$ cat config.mk
export PLATFORM = sky130hd
export DESIGN_NAME = vote_tally_ranker
export DESIGN_NICKNAME = d
export VERILOG_FILES = /design/src/rtl/vote_tally_ranker.sv
export SDC_FILE = /design/constraint.sdc
export NUM_CORES = 1
export LEC_CHECK = 0
export ABC_CLOCK_PERIOD_IN_PS = 7170
export CORE_UTILIZATION = 45
export DETAILED_ROUTE_END_ITERATION = 10
export PLACE_DENSITY = 0.7
export SKIP_LAST_GASP = 1
export SYNTH_ARGS = -nofsm -noshare
export SYNTH_HDL_FRONTEND = slang
export SYNTH_SLANG_ARGS = --single-unit
$ cat constraint.sdc
create_clock -name clk -period 7.17 [get_ports clk]
set_input_delay 1.7925 -clock clk [delete_from_list [all_inputs] [get_ports clk]]
set_output_delay 1.7925 -clock clk [all_outputs]
set_load 0.05 [all_outputs]
$ cat src/rtl/vote_tally_ranker.sv
// vote_tally_ranker: collects ballots into per-candidate saturating counters
// through a valid/ready handshake, then on close scans the counters one per
// cycle and registers the winner, the runner-up and a tie flag.
// Optional feature: define JUDGE_WEIGHT_EN to make judge ballots add
// JUDGE_WEIGHT instead of 1.
module vote_tally_ranker #(
    parameter int N_CAND       = 4,
    parameter int ID_W         = 2,
    parameter int CNT_W        = 6,
    parameter int JUDGE_WEIGHT = 2
) (
    input  logic             clk,
    input  logic             rst_n,
    input  logic             start,
    input  logic             vote_valid,
    input  logic [ID_W-1:0]  vote_id,
    input  logic             vote_is_judge,
    output logic             vote_ready,
    input  logic             close,
    input  logic [ID_W-1:0]  cnt_sel,
    output logic [CNT_W-1:0] cnt_out,
    output logic [CNT_W-1:0] invalid_cnt,
    output logic [ID_W-1:0]  first_id,
    output logic [ID_W-1:0]  second_id,
    output logic             tie,
    output logic             sat,
    output logic             result_valid,
    output logic             busy
);

    typedef enum logic [1:0] {S_IDLE, S_COLLECT, S_RANK, S_DONE} state_t;

    // Counter storage covers every encodable ID so any ID indexes safely;
    // slots at or above N_CAND are never written and read back as 0.
    localparam int               N_SLOT    = 2 ** ID_W;
    localparam logic [CNT_W:0]   CNT_MAX   = {1'b0, {CNT_W{1'b1}}};
    localparam logic [CNT_W-1:0] CNT_TOP   = {CNT_W{1'b1}};
    localparam logic [ID_W:0]    N_LIM     = (ID_W + 1)'(N_CAND);
    localparam logic [ID_W-1:0]  LAST_ID   = ID_W'(N_CAND - 1);
    localparam logic [CNT_W:0]   JUDGE_INC = (CNT_W + 1)'(JUDGE_WEIGHT);

    state_t           state;
    logic [CNT_W-1:0] cnt [N_SLOT];
    logic [ID_W-1:0]  idx;
    logic [ID_W-1:0]  best;
    logic [ID_W-1:0]  second;
    logic             second_vld;

    logic             accept;
    logic             id_ok;
    logic [CNT_W:0]   inc;
    logic [CNT_W:0]   sum;
    logic             clamp;
    logic [CNT_W-1:0] cand_next;
    logic [CNT_W-1:0] inv_next;
    logic [CNT_W-1:0] cur;
    logic [ID_W-1:0]  nbest;
    logic [ID_W-1:0]  nsecond;
    logic             nsecond_vld;

`ifndef JUDGE_WEIGHT_EN
    // Judge flag and weight only matter when the weighting option is built in.
    logic unused_judge;
    assign unused_judge = vote_is_judge ^ (^JUDGE_INC);
`endif

    // Ballot datapath: saturating increment of the addressed counter.
    always_comb begin
        // NOTE: every always_comb output gets a default first so no path leaves it unassigned and infers a latch.
        accept = vote_valid && vote_ready;
        id_ok  = {1'b0, vote_id} < N_LIM;
        inc    = (CNT_W + 1)'(1);
`ifdef JUDGE_WEIGHT_EN
        if (vote_is_judge) begin
            inc = JUDGE_INC;
        end
`endif
        sum       = {1'b0, cnt[vote_id]} + inc;
        clamp     = sum > CNT_MAX;
        cand_next = clamp ? CNT_TOP : sum[CNT_W-1:0];
        inv_next  = (invalid_cnt == CNT_TOP) ? invalid_cnt : invalid_cnt + CNT_W'(1);
    end

    // Ranking step: fold candidate idx into the running best/second pair.
    always_comb begin
        cur         = cnt[idx];
        nbest       = best;
        nsecond     = second;
        nsecond_vld = second_vld;
        if (idx == '0) begin
            nbest       = '0;
            nsecond     = '0;
            nsecond_vld = 1'b0;
        end else if (cur > cnt[best]) begin
            nsecond     = best;
            nsecond_vld = 1'b1;
            nbest       = idx;
        end else if (!second_vld || cur > cnt[second]) begin
            nsecond     = idx;
            nsecond_vld = 1'b1;
        end
    end

    // Selected-counter readback, valid in every state.
    assign cnt_out = ({1'b0, cnt_sel} < N_LIM) ? cnt[cnt_sel] : '0;

    // Control FSM with all registered outputs and counter state.
    always_ff @(posedge clk or negedge rst_n) begin
        if (!rst_n) begin
            state <= S_IDLE;
            // NOTE: the counter array is small and must read 0 right after reset, so it is reset like any other register.
            for (int k = 0; k < N_SLOT; k++) begin
                cnt[k] <= '0;
            end
            invalid_cnt  <= '0;
            idx          <= '0;
            best         <= '0;
            second       <= '0;
            second_vld   <= 1'b0;
            first_id     <= '0;
            second_id    <= '0;
            tie          <= 1'b0;
            sat          <= 1'b0;
            result_valid <= 1'b0;
            busy         <= 1'b0;
            vote_ready   <= 1'b0;
        end else begin
            // NOTE: sequential state uses non-blocking assignments so every register samples pre-edge values.
            case (state)
                S_IDLE, S_DONE: begin
                    if (start) begin
                        for (int k = 0; k < N_SLOT; k++) begin
                            cnt[k] <= '0;
                        end
                        invalid_cnt  <= '0;
                        sat          <= 1'b0;
                        result_valid <= 1'b0;
                        busy         <= 1'b1;
                        vote_ready   <= 1'b1;
                        state        <= S_COLLECT;
                    end
                end
                S_COLLECT: begin
                    if (accept) begin
                        if (id_ok) begin
                            for (int k = 0; k < N_SLOT; k++) begin
                                if (vote_id == ID_W'(k)) begin
                                    cnt[k] <= cand_next;
                                end
                            end
                            if (clamp) begin
                                sat <= 1'b1;
                            end
                        end else begin
                            invalid_cnt <= inv_next;
                        end
                    end
                    if (close) begin
                        idx        <= '0;
                        vote_ready <= 1'b0;
                        state      <= S_RANK;
                    end
                end
                S_RANK: begin
                    best       <= nbest;
                    second     <= nsecond;
                    second_vld <= nsecond_vld;
                    idx        <= idx + ID_W'(1);
                    if (idx == LAST_ID) begin
                        first_id     <= nbest;
                        second_id    <= nsecond;
                        tie          <= (cnt[nbest] == cnt[nsecond]);
                        result_valid <= 1'b1;
                        busy         <= 1'b0;
                        state        <= S_DONE;
                    end
                end
                default: state <= S_IDLE;
            endcase
        end
    end

endmodule

==> flow_summary.ini, run 1 <==
[status]
status = finished clean

[placed_design]
place_congestion = 0.851
dp_cells = 468
port_buffers = 23
place_ws_ns = 1.56
hpwlAfterDp_um = 6600

[floorplan]
io_pins = 31
die_w_um = 93.1
initial_core_util = 0.473
dieArea_mm2 = 0.00866
core_area_mm2 = 0.00789
die_h_um = 93.1
rows = 32

[worst_setup_path]
cp-start-kind = input pin
startpoint = cnt_sel[0]
crit_chain = clkdlybuf4s50_1 -> mux4_2 -> clkdlybuf4s50_1
crit_family = buffers and inverters
end_kind = output port
path_max_fanout = 6
cp_data_required_time_ns = 5.38
slowest_stage = clkdlybuf4s50_1
cp_slowest_stage_delay_ns = 0.73
crit_type = input pin to output port
r2r_start = idx[0]
timing.rr.end = tie
r2r_setup_slack_ns = 2.58
reg2reg_depth = 11
arrival_ns = 3.79
crit_path_frequent_cell = clkdlybuf4s50_1
path_buf_inv = 2

[clock_network]
numCtsBuffers = 5
clockBufferDepth = 2
cts.htree.levels = 2
path_clk_slew_ns = 0.08
clock-root-buffer = clkbuf_8
cts_setup_buffers = 0
insertion_delay_ns = 0.30
cts_resized = 0
cts_sinks = 42
cts_tree = yes
cts-hold-fix-buffers = 0

[final_layout]
n_fill_cell = 712
num_antenna_cells = 0
fin_nets = 402
area_growth_pct = 8.68
stdcell_count = 476
drive_above_1_share = 0.174

[drt]
top_layer_used = met4
wirelength_um = 9030
met1_length_um = 3720
drt_iter0_markers = 190
wl_met3_um = 636
vias = 2953
dr_wl_met2_um = 4480
drt-pass1-iter-count = 4
antenna_left = 0
via_per_inst = 6.20
drcViolationCount = 0
wl_per_cell_um = 19.0

[grt]
grt_util_all_layers = 0.224
grt_max_degree = 43
overflow = 0
grt_pass1_wl_um = 14700
first_global_vias = 2891
antenna_found_initial = 0

[timing]
max_slew.worst_pin.slew_ns = 1.23
post-route-min-period_ns = 5.59
setup_tns_ns = 0
setup_ws_ns = 1.58
max_slew_margin = 0.171
slew_violations = 0
rsz0062_at_grt = no
hold_viol = 0
fmax_mhz = 179
finalClockSkew_ns = 0.00958
finalCritPeriodShare = 0.779
finalSetupViolations = 0
holdWs_ns = 0.484

[synth]
async_flop_share = 1.00
synthFlopType = dfrtp_1
synth_top_area_frac = 0.282
ys_seq_area_frac = 0.282
syn_avg_cell_area_um2 = 10.4
synth.most_common_cell = nand2_1
ys_top_cells_by_count = nand2_1 (43), dfrtp_1 (42), inv_1 (31), mux2i_1 (31), mux4_2 (30)
synth_edf_count = 0
ys_ff_latch = 42
ys_types = 56
yosys_warnings = 0
syn_area_mm2 = 0.00373
synth.largest_area_cell = dfrtp_1
synthTopCellsByArea = dfrtp_1 (28%), mux4_2 (18%), mux2i_1 (8.3%)
synth_cells = 360

[min_path]
hp-class = register to register
hold_start = second_id[1]
whs_path_depth = 2
min_to = second_id[1]

[pwr]
peakVddDrop_uv = 188
leakage_nw = 1.62
p_total_mw = 1.76
pwr-share-clk = 0.090
internal-power_mw = 0.829
p_sw_mw = 0.933
swShare = 0.530
combPwrFrac = 0.679
seqPwrFrac = 0.232
p_per_area_mw_per_mm2 = 434

[flow_run]
maxCapViolations = 0
-- power by group through the flow --
stage	registers (mW)	clock network, mW	logic (mW)
after floorplan	0.386	0	0.993
after global placement	0.408	0	1.16
after detailed placement	0.410	0	1.18
after CTS	0.406	0.163	1.19
after global routing	0.419	0.172	1.29
final	0.408	0.158	1.20
-- tightest hold or removal path: cells and delay by family (launching register included) --
kind	cells	cell delay, ns
and+or+nand+nor	1	0.04
DFF	1	0.35
AOI/OAI and AO/OA	1	0.06
-- cell usage in the layout (no fill, tap or decap), drive strengths merged, types with 7 or more instances in the layout --
cell and count:
a211oi 16, a21oi 17, clkbuf 7, clkdlybuf4s50 22
dfrtp 42, ha 19, inv 31, mux2 8
mux2i 32, mux4 30, nand2 43, nand3 11
nor2 11, o21ai 23
-- registers in the layout, indices dropped and copies added (netlist names) --
name and flops:
tie 1, vote_ready 1, busy 1, result_valid 1, second_vld 1, state 2
best 2, second 2, second_id 2, idx 2, cnt 24, sat 1
first_id 2
-- worst max path at each step --
stage	to	cells after the start
after global routing	cnt_out[3]	3
after CTS	cnt_out[3]	3
after global placement	cnt_out[1]	3
final	cnt_out[3]	3
after floorplan	cnt_out[0]	2
after detailed placement	cnt_out[3]	3
-- metal layers --
metal  GRT usage  vias up
li1            -     1371
met1       0.286     1455
met2       0.371      112
met3      0.0374       15
met4       0.106        0
met5           0        -
-- cell families after synthesis --
logic type | share of synthesized area
compound gates | 0.167
simple gates | 0.113
mux | 0.294
other cells | 0.00100
xor+xnor | 0.00939
buf+inv | 0.0694
fa+ha+maj | 0.0637
flops | 0.282
-- stage by stage --
stage,util,area (um2)
final,0.514,4060
after global routing,0.514,4060
after CTS,0.514,4060
after detailed placement,0.503,3970
after global placement,0.503,3970
after floorplan,-,3750
-- cell type report --
type / instances / area (um2) / area share
flip-flops and latches: 42 / 1050 / 0.259
well taps: 102 / 128 / 0.0315
inverters: 32 / 120 / 0.0296
clock buffers: 7 / 86.3 / 0.0213
multi-input cells: 269 / 2440 / 0.602
repair buffers: 23 / 225 / 0.0555
clock inverters: 1 / 5.00 / 0.00123
Note: power is estimated with default switching activity, not from simulation.
==> run 2, diff against run 1 <==
Settings changed: ABC_CLOCK_PERIOD_IN_PS 7170 to 5400.
Clock period 7.17 ns to 5.4 ns, I/O delays scaled along.
==> run 2 against run 1 <==
- total power increased by 40%
- sequential power up 33%
- first-iteration DRC count up 26%
- via count grew 0.95%
- sequential cell count did not move
- combinational power increased by 34%
- clock-buffer cell count fell by 1
- sequential share of layout area decreased by 0.37 points
- cell count rose by 0.21%
==> flow_summary.ini, run 2 (same netlist as run 1, synthesis figures left out) <==
[clock_network]
cts_setup_buffers = 0
cts_tree = yes
cts.htree.levels = 2
insertion_delay_ns = 0.30
clock-root-buffer = clkbuf_8
cts-hold-fix-buffers = 0
numCtsBuffers = 5
clockBufferDepth = 2
cts_resized = 0
cts_sinks = 42
path_clk_slew_ns = 0.08

[pwr]
peakVddDrop_uv = 205
swShare = 0.509
leakage_nw = 1.64
p_total_mw = 2.46
pwr-share-clk = 0.126
internal-power_mw = 1.21
p_per_area_mw_per_mm2 = 598
p_sw_mw = 1.25
seqPwrFrac = 0.221
combPwrFrac = 0.653

[worst_setup_path]
arrival_ns = 3.32
crit_type = input pin to output port
r2r_setup_slack_ns = 1.22
path_max_fanout = 6
cp-start-kind = input pin
cp_data_required_time_ns = 4.05
end_kind = output port

[floorplan]
io_pins = 31
die_h_um = 93.1
dieArea_mm2 = 0.00866
initial_core_util = 0.473
core_area_mm2 = 0.00789
rows = 32
die_w_um = 93.1

[timing]
finalCritPeriodShare = 0.866
hold_viol = 0
max_slew.worst_pin.slew_ns = 1.16
finalClockSkew_ns = 0.00970
rsz0062_at_grt = no
setup_tns_ns = 0
post-route-min-period_ns = 4.67
fmax_mhz = 214
max_slew_margin = 0.221
finalSetupViolations = 0
slew_violations = 0

[drt]
wl_per_cell_um = 19.2
antenna_left = 0
wirelength_um = 9150
drt-pass1-iter-count = 4
drt_iter0_markers = 239
drcViolationCount = 0
via_per_inst = 6.25
vias = 2981

[placed_design]
port_buffers = 23
hpwlAfterDp_um = 6540
place_congestion = 0.867

[grt]
grt_max_degree = 43
overflow = 0
antenna_found_initial = 0
grt_util_all_layers = 0.224
first_global_vias = 2943
grt_pass1_wl_um = 14800

[final_layout]
drive_above_1_share = 0.179
area_growth_pct = 10.3
regMostFlops = cnt
num_antenna_cells = 0
most-common-layout-cells = nand2_1 (43), dfrtp_1 (42), inv_1 (31), mux2i_1 (31), mux4_2 (30)
largest_register_ffs = 24
fin_nets = 403
final_common_cell = nand2_1

[flow_run]
maxCapViolations = 0

[status]
status = finished clean

[min_path]
hp-class = register to register
[run 2: cell count changes in the layout (fill, tap and decap cells not counted)]
cell       delta
clkinv_2      -1
bufinv_16     +2
clkbuf_1      -1
buf_4         +1
[run 2: power by group through the flow]
| stage | sequential (mW) | combinational (mW) | clock (mW) |
|---|---|---|---|
| final | 0.544 | 1.61 | 0.309 |
| after global routing | 0.556 | 1.73 | 0.322 |
| after CTS | 0.541 | 1.60 | 0.313 |
| after detailed placement | 0.548 | 1.59 | 0 |
| after global placement | 0.542 | 1.56 | 0 |
| after floorplan | 0.512 | 1.32 | 0 |
[run 2: worst paths after layout]
| kind | start | to | cells after the start |
|---|---|---|---|
| worst min register to register | second_id[0] | second_id[0] | 2 |
| worst max register to register | idx[0] | tie | 12 |
| max in group asynchronous | rst_n | cnt[10] | 1 |
| worst min-delay path | second_id[0] | second_id[0] | 2 |
| min in group asynchronous | rst_n | cnt[4] | 1 |
| worst max-delay path | cnt_sel[0] | cnt_out[0] | 3 |
[run 2: worst max-delay path, cell delays in order]
cell	delay (ns)
clkdlybuf4s50_1	0.70
mux4_2	0.56
clkdlybuf4s50_1	0.71
[run 2: routing by layer]
layer  share of wire  track usage
met3           0.064       0.0187
met2            0.50        0.385
met1            0.41        0.288
met5               0            0
met4           0.024       0.0987
[run 2: area by class of cell]
class | instances | area (um2)
multi-input combinational | 269 | 2440
clock inverter | 2 | 60.1
sequential | 42 | 1050
timing repair buffer | 24 | 233
tap | 102 | 128
clock buffer | 6 | 82.6
inverter | 32 | 120
fill | 705 | 3770
[run 2: stage by stage]
step | hold slack [ns] | setup slack, ns | cells | utilization | instance area (um2)
6_report | 0.487 | 0.726 | 477 | 0.522 | 4120
5_1_grt | 0.536 | 0.645 | 477 | 0.522 | 4120
3_3_place_gp | 0.464 | 0.700 | 469 | 0.504 | 3970
3_5_place_dp | 0.471 | 0.701 | 469 | 0.504 | 3970
2_1_floorplan | 0.532 | 1.66 | 365 | - | 3750
4_1_cts | 0.490 | 0.697 | 477 | 0.522 | 4120
==> run 3, diff against run 2 <==
Settings changed: ABC_AREA set to 1, CELL_PAD_IN_SITES_DETAIL_PLACEMENT set to 2, CELL_PAD_IN_SITES_GLOBAL_PLACEMENT set to 2, CORE_UTILIZATION 45 to 32, PLACE_DENSITY 0.7 to 0.87.
==> run 3 against run 2 <==
- via count rose by 43%
- first-iteration DRC count is 5.4% lower
- sequential power is 3.9% higher
- combinational power grew 18%
- area after synthesis up 0.54%
- cell area is 1.8% higher
- register-to-register slack lost 0.45 ns
- die area is 40% higher
- clock-buffer cell count decreased by 1
- critical path type unchanged
- critical endpoint is now cnt_out[2]
- largest power group unchanged
==> flow_summary.ini, run 3 <==
[drt]
wl_met3_um = 814
top_layer_used = met4
vias = 4276
drt_iter0_markers = 226
drcViolationCount = 0
wl_per_cell_um = 20.9
dr_wl_met2_um = 7960
drt-pass1-iter-count = 4
via_per_inst = 5.71
met1_length_um = 6380
antenna_left = 0
wirelength_um = 15700

[worst_setup_path]
arrival_ns = 3.69
slowest_stage = clkdlybuf4s50_1
crit_type = input pin to output port
end_kind = output port
path_max_fanout = 14
cp-start-kind = input pin
crit_chain = clkdlybuf4s50_1 -> inv_1 -> o21ai_0 -> a21oi_1 -> a21oi_1 -> clkdlybuf4s50_1
cp_slowest_stage_delay_ns = 0.83
cp_data_required_time_ns = 4.05
path_buf_inv = 3
crit_family = buffers and inverters

[floorplan]
rows = 39
core_area_mm2 = 0.0114
die_w_um = 110
io_pins = 31
dieArea_mm2 = 0.0122
die_h_um = 110
initial_core_util = 0.329

[clock_network]
cts_setup_buffers = 0
clockBufferDepth = 2
numCtsBuffers = 5
insertion_delay_ns = 0.30
cts_sinks = 42
cts.htree.levels = 2
cts_tree = yes
cts_resized = 0
cts-hold-fix-buffers = 0
path_clk_slew_ns = 0.06
clock-root-buffer = clkbuf_16

[final_layout]
n_fill_cell = 1422
num_antenna_cells = 0
final_common_cell = nand2_1
fin_nets = 634
area_growth_pct = 11.6
most-common-layout-cells = nand2_1 (164), nand3_1 (76), o21ai_0 (70)
regMostFlops = cnt
drive_above_1_share = 0.0413
largest_register_ffs = 24

[status]
status = finished clean

[synth]
synthTopCellsByArea = dfrtp_1 (28%), nand2_1 (16%), nand3_1 (10%)
synthFlopType = dfrtp_1
ys_top_cells_by_count = nand2_1 (164), nand3_1 (76), o21ai_0 (70), inv_1 (61), a21oi_1 (44)
synth_cells = 597
ys_seq_area_frac = 0.280
yosys_warnings = 0
ys_types = 34
synth.largest_area_cell = dfrtp_1
syn_area_mm2 = 0.00375
syn_avg_cell_area_um2 = 6.29
ys_ff_latch = 42
async_flop_share = 1.00
synth_edf_count = 0
synth.most_common_cell = nand2_1
synth_top_area_frac = 0.280

[grt]
grt_max_degree = 43
overflow = 0
grt_util_all_layers = 0.273
grt_pass1_wl_um = 24500
first_global_vias = 4507
antenna_found_initial = 0

[timing]
hold_viol = 0
finalSetupViolations = 0
slew_violations = 0
fmax_mhz = 198
finalCritPeriodShare = 0.934
finalClockSkew_ns = 0.00763
rsz0062_at_grt = no
setup_ws_ns = 0.355
holdWs_ns = 0.490
setup_tns_ns = 0
max_slew_margin = 0.321
post-route-min-period_ns = 5.04
max_slew.worst_pin.slew_ns = 1.02

[placed_design]
place_congestion = 0.867
place_ws_ns = 0.408
hpwlAfterDp_um = 11600
port_buffers = 23

[flow_run]
maxCapViolations = 0

[pwr]
leakage_nw = 1.97
peakVddDrop_uv = 253
p_per_area_mw_per_mm2 = 667

[min_path]
hp-class = register to register
[run 3: cell types whose count changed in the layout (fill, tap and decap cells not counted), moves of 10 or more]
cell / change
nand2_1: +121
nand3_1: +65
o21ai_0: +52
a21oi_1: +31
mux2i_1: -31
inv_1: +30
mux4_2: -30
nor2_1: +30
a211oi_1: -16
o22ai_1: +10
[run 3: cell families (layout without fill, tap and decap cells)]
kind of cell,after synthesis,count (layout),synth area share
other cells,1,6,0.000999
buf+inv,91,95,0.101
compound gates,138,138,0.200
fa+ha+maj,19,19,0.0634
flops,42,42,0.280
simple gates,305,305,0.352
xor+xnor,1,1,0.00233
[run 3: layout make-up]
type                            count  area (um2)  area share
Tap cell                          143         179      0.0427
Clock inverter                      3        26.3     0.00627
Timing Repair Buffer               23         225      0.0538
Clock buffer                        5         125      0.0299
Sequential cell                    42        1050       0.251
Multi-Input combinational cell    469        2340       0.559
Inverter                           64         240      0.0573
[run 3: worst reg2reg max path, cell delays in order, from the launching register on]
cell	delay [ns]
dfrtp_1	0.67
clkinv_1	0.62
o21ai_0	0.41
o22ai_1	0.18
ha_1	0.34
nand2_1	0.08
nor2_1	0.17
nand2_1	0.10
nand3_1	0.08
nand2_1	0.10
nand3_1	0.08
nand3_1	0.52
nand2_2	0.52
nand2_1	0.11
nand3_1	0.12
nand2_1	0.07
nand2_1	0.06
nand3_1	0.07
nor2_1	0.12
nand3_1	0.08
nand2_1	0.07
[run 3: report_power, final]
part | internal [mW] | switching, mW
clock network | 0.177 | 0.151
registers | 0.385 | 0.180
logic | 0.510 | 1.39
[run 3: routing by layer]
metal | up-vias | global-route usage
li1 | 1996 | -
met1 | 2159 | 0.343
met2 | 86 | 0.474
met3 | 35 | 0.0241
met4 | 0 | 0.118
met5 | - | 0
[run 3: path summary, 6_finish.rpt]
kind / slack (ns) / endpoint / depth (start not counted) / from
max: 0.36 / cnt_out[2] / 6 / cnt_sel[0]
min reg2reg: 0.49 / busy / 2 / busy
max reg2reg: 0.77 / tie / 20 / idx[0]
min: 0.49 / busy / 2 / busy
min in group asynchronous: 1.20 / second_id[0] / 1 / rst_n
max in group asynchronous: 3.54 / second[0] / 1 / rst_n
[run 3: per-stage QoR]
stage | area (um2) | std cells | power (mW) | utilization
floorplan | 3770 | 602 | 1.87 | -
global placement | 4040 | 741 | 2.29 | 0.354
detailed placement | 4040 | 741 | 2.46 | 0.354
CTS | 4190 | 749 | 2.80 | 0.367
global route | 4190 | 749 | 3.04 | 0.367
finish | 4190 | 749 | 2.80 | 0.367
==> variant 1, RTL diff (config.mk and constraints of run 3) <==
The parameter `ID_W` goes from 2 to 4.
--- a/src/rtl/vote_tally_ranker.sv
+++ b/src/rtl/vote_tally_ranker.sv
@@ -7,3 +7,3 @@
     parameter int N_CAND       = 4,
-    parameter int ID_W         = 2,
+    parameter int ID_W         = 4,
     parameter int CNT_W        = 6,
Interface: changed (resized cnt_sel, first_id, second_id and vote_id); port bits go from 31 to 39. No check against the original RTL was run, so the function may have changed too.
==> variant 1 against run 3 <==
Critical path depth is 20 higher. Setup slack got worse by 0.025 ns. Register-to-register slack worse by 0.44 ns. Largest cell class unchanged. Synthesized cell count grew to 2.8 times the old value. Wire length rose to 3.7 times the old value. Sequential cell count rose by 88. Area after synthesis grew to 2.9 times the old value. Final cell count rose to 2.9 times the old value. Cell area rose to 2.9 times the old value. Fmax decreased by 0.50%.
Power is not shown: default switching activity piles up to over one toggle a cycle in this logic, so the estimate is an artifact.
==> variant 1: results <==
{
  "status": "complete, no violations",
  "grt_start_max_net_pins": 90,
  "critPathMaxFanout": 59,
  "drt_iter0_drc": 1329,
  "dpl-instance-area_sq_um": 11700,
  "clk_latency_ns": 0.47,
  "port_buffers": 37,
  "synth_cell_types": 38,
  "syn_inst": 1698,
  "grt_pass1_vias": 14500,
  "reg2reg_from": "second[0]",
  "r2r_cells": 26,
  "gp_congestion": 0.956,
  "path_delay_family": "simple AND/OR/NAND/NOR gates",
  "tightest_slew_ns": 1.15,
  "ctsResizeCount": 0,
  "slowest_delay_ns": 0.85,
  "routed_wl_um": 57900,
  "cts_buffers": 17,
  "r2r_slack_ns": 0.33,
  "place_ws_ns": 0.575,
  "cp.arrival_ns": 5.46,
  "cp-endpoint": "tie",
  "slowest_stage": "dfrtp_2",
  "seq_area_frac_synth_pct": 30.2,
  "met1_length_um": 23200,
  "drive_gt1_share_pct": 7.16,
  "use_met1_pct": 42.4,
  "placed_cells": 2115,
  "wl_per_cell_um": 27.0,
  "hpwl_um": 38000,
  "dr_wl_met2_um": 26100,
  "skew_ns": 0.0122,
  "path_class": "flop to flop",
  "synthTopCellsByArea": "dfrtp_1 (30%), nand2_1 (12%), nand3_1 (12%)",
  "hold-worst-slack_ns": 0.499,
  "grt_pass1_wl_um": 87900,
  "grtUsageMet2_pct": 54.3,
  "use_met3_pct": 7.45,
  "first_pass_iters": 7,
  "vias_per_cell": 6.35,
  "synth_common_cells": "nand2_1 (353), nand3_1 (253), o21ai_0 (225), inv_1 (199), a21oi_1 (152)",
  "min_to": "second_id[3]",
  "dr_wl_met3_um": 5180
}
## variant 1: changes by cell type in the layout (fill, tap and decap cells not counted), sizes merged, moves of 21 or more
cell,run 3,this run
nand2,173,362
nand3,79,255
o21ai,72,247
inv,65,203
a21oi,44,152
dfrtp,42,130
buf,1,62
o211ai,2,52
o22ai,11,47
clkbuf,5,26
## variant 1: cells by family after synthesis
kind of cell	count (synthesis)	synth area share [%]
AOI/OAI and AO/OA	520	26.7
buffers and inverters	330	12.2
and+or+nand+nor	693	28.2
DFF	130	30.2
muxes	2	0.186
adders and majority gates	20	2.32
xor gates and xnor gates	3	0.244
## variant 1: cell type report
type	count	area, sq um
flip-flops and latches	130	3260
repair buffers	98	892
clock buffers	26	519
well taps	442	553
clock inverters	4	72.6
multi-input cells	1238	6220
fillers	3976	20600
inverters	207	777
## variant 1: worst register-to-register path, delay by kind of cell (launching register included)
kind,cells,cell delay [ns]
buf+inv,3,0.58
compound gates,4,0.69
simple gates,18,2.56
fa+ha+maj,1,0.31
flops,1,0.85
==> variant 2, RTL diff (flow settings as in run 3) <==
Without the edit above. Reset style: synchronous (`rst_n`), changed in one clocked block.
--- a/src/rtl/vote_tally_ranker.sv
+++ b/src/rtl/vote_tally_ranker.sv
@@ -107,3 +107,3 @@
     // Control FSM with all registered outputs and counter state.
-    always_ff @(posedge clk or negedge rst_n) begin
+    always_ff @(posedge clk) begin
         if (!rst_n) begin
Check against the original RTL: differs if rst_n is asserted again (counterexample within 4 cycles, from zero or initial values and one cycle with rst_n low); with rst_n held inactive, the same outputs for 4 cycles.
==> variant 2 against run 3 <==
Clock skew up 0.0032 ns. Sequential share of layout area grew 1.2 points. Wire length fell by 0.28%. Sequential cell count is 6 higher. Setup slack improved by 0.061 ns. First-iteration DRC count down 18%. Cell area is 3.5% higher. Power is 19% lower. Fmax grew 1.2%. Clock power is 24% higher. Critical path depth unchanged. Area after synthesis rose by 2.2%. Highest routed layer unchanged.
==> variant 2: results <==
{
  "status": "complete, no violations",
  "drt_iter0_drc": 186,
  "drive_gt1_share_pct": 9.11,
  "cts_setup_buffers": 0,
  "seq_area_frac_synth_pct": 29.8,
  "ctsRootBufferMaster": "clkbuf_16",
  "synth_common_cells": "nand2_1 (123), a21oi_1 (82), inv_1 (68), o21ai_0 (56), nor2_1 (49)",
  "gp_congestion": 0.849,
  "synth_edf_count": 18,
  "clk_latency_ns": 0.30,
  "diodes": 0,
  "synth_top_flop_cell": "dfxtp_1",
  "synthTopCellsByArea": "dfxtp_1 (16%), edfxtp_1 (14%), nand2_1 (12%)",
  "min_path_type": "flop to flop",
  "synth_cell_types": 38,
  "critPathMaxFanout": 17,
  "h-tree-depth": 2,
  "ir_drop_mv": 0.294,
  "hpwl_um": 11300,
  "grt_antenna_before_repair": 0,
  "dr_wl_met2_um": 7960,
  "syn_inst": 590,
  "cts_buffers": 5,
  "grt_usage_pct": 25.8,
  "dr_wl_met3_um": 650,
  "first_pass_iters": 4,
  "ctsResizeCount": 0,
  "swShare_pct": 52.7,
  "skew_ns": 0.0108,
  "grt_pass1_vias": 4501,
  "fin_nets": 632,
  "clkTransAtPathRegs_ns": 0.07,
  "fillCellCount": 1392,
  "grt_start_max_net_pins": 23,
  "place_ws_ns": 0.503,
  "ys_warn_count": 0,
  "port_buffers": 23,
  "met1_length_um": 6530,
  "placed_cells": 739,
  "routed.top_layer": "met4",
  "tightest_slew_ns": 0.699,
  "routed_wl_um": 15600,
  "grt_pass1_wl_um": 24700,
  "p_leak_nw": 1.85,
  "cp.arrival_ns": 3.63,
  "clockBufferDepth": 2,
  "async_reset_ff_share_pct": 0,
  "vias": 4188,
  "wl_per_cell_um": 20.9
}
-- variant 2: changes by cell type after synthesis, sizes merged, moves of 18 or more --
cell | run 3 | this run
a21oi | 44 | 83
dfrtp | 42 | 0
dfxtp | 0 | 30
edfxtp | 0 | 18
nand2 | 173 | 141
nand3 | 79 | 50
-- variant 2: per-layer routing --
| metal | vias to the layer above | global-route usage (%) |
|---|---|---|
| met5 | - | 0 |
| met4 | 0 | 10.9 |
| met3 | 33 | 2.94 |
| met2 | 79 | 46.4 |
| met1 | 2103 | 31.1 |
| li1 | 1973 | - |
-- variant 2: worst paths after layout --
kind	start	end	slack, ns	cells past startpoint
min	sat	sat	0.47	2
max	cnt_sel[0]	cnt_out[0]	0.42	6
max reg2reg	flop	tie	1.18	22
min reg2reg	sat	sat	0.47	2
-- variant 2: logic make-up after synthesis --
kind of cell | count (synthesis) | share of synthesized area, %
compound gates | 158 | 22.0
xor+xnor | 4 | 1.11
fa+ha+maj | 19 | 6.20
buf+inv | 103 | 10.9
flops | 48 | 29.8
other cells | 1 | 0.0978
simple gates | 257 | 29.9
-- variant 2: final cells by class --
cell class / count / area share [%]
Sequential cell: 48 / 26.3
Inverter: 81 / 7.01
Tap cell: 143 / 4.13
Timing Repair Buffer: 23 / 5.31
Clock inverter: 2 / 0.894
Multi-Input combinational cell: 444 / 52.9
Clock buffer: 6 / 3.46
-- variant 2: critical path, stage by stage --
cell             delay, ns
clkdlybuf4s50_1       0.64
inv_1                 0.29
o21ai_0               0.24
a21oi_1               0.08
a21oi_1               0.19
clkdlybuf4s50_1       0.84
-- variant 2: power groups by stage --
stage | clock network [mW] | registers (mW) | logic (mW)
finish | 0.407 | 0.620 | 1.23
global route | 0.419 | 0.633 | 1.36
CTS | 0.412 | 0.617 | 1.23
detailed placement | 0 | 0.623 | 1.19
global placement | 0 | 0.616 | 1.12
floorplan | 0 | 0.561 | 0.871
-- variant 2: stage by stage --
step	cell area [sq um]	util [%]
2_1_floorplan	3850	-
4_1_cts	4340	37.5
5_1_grt	4340	37.5
6_report	4340	37.5
3_3_place_gp	4150	35.9
3_5_place_dp	4150	35.9
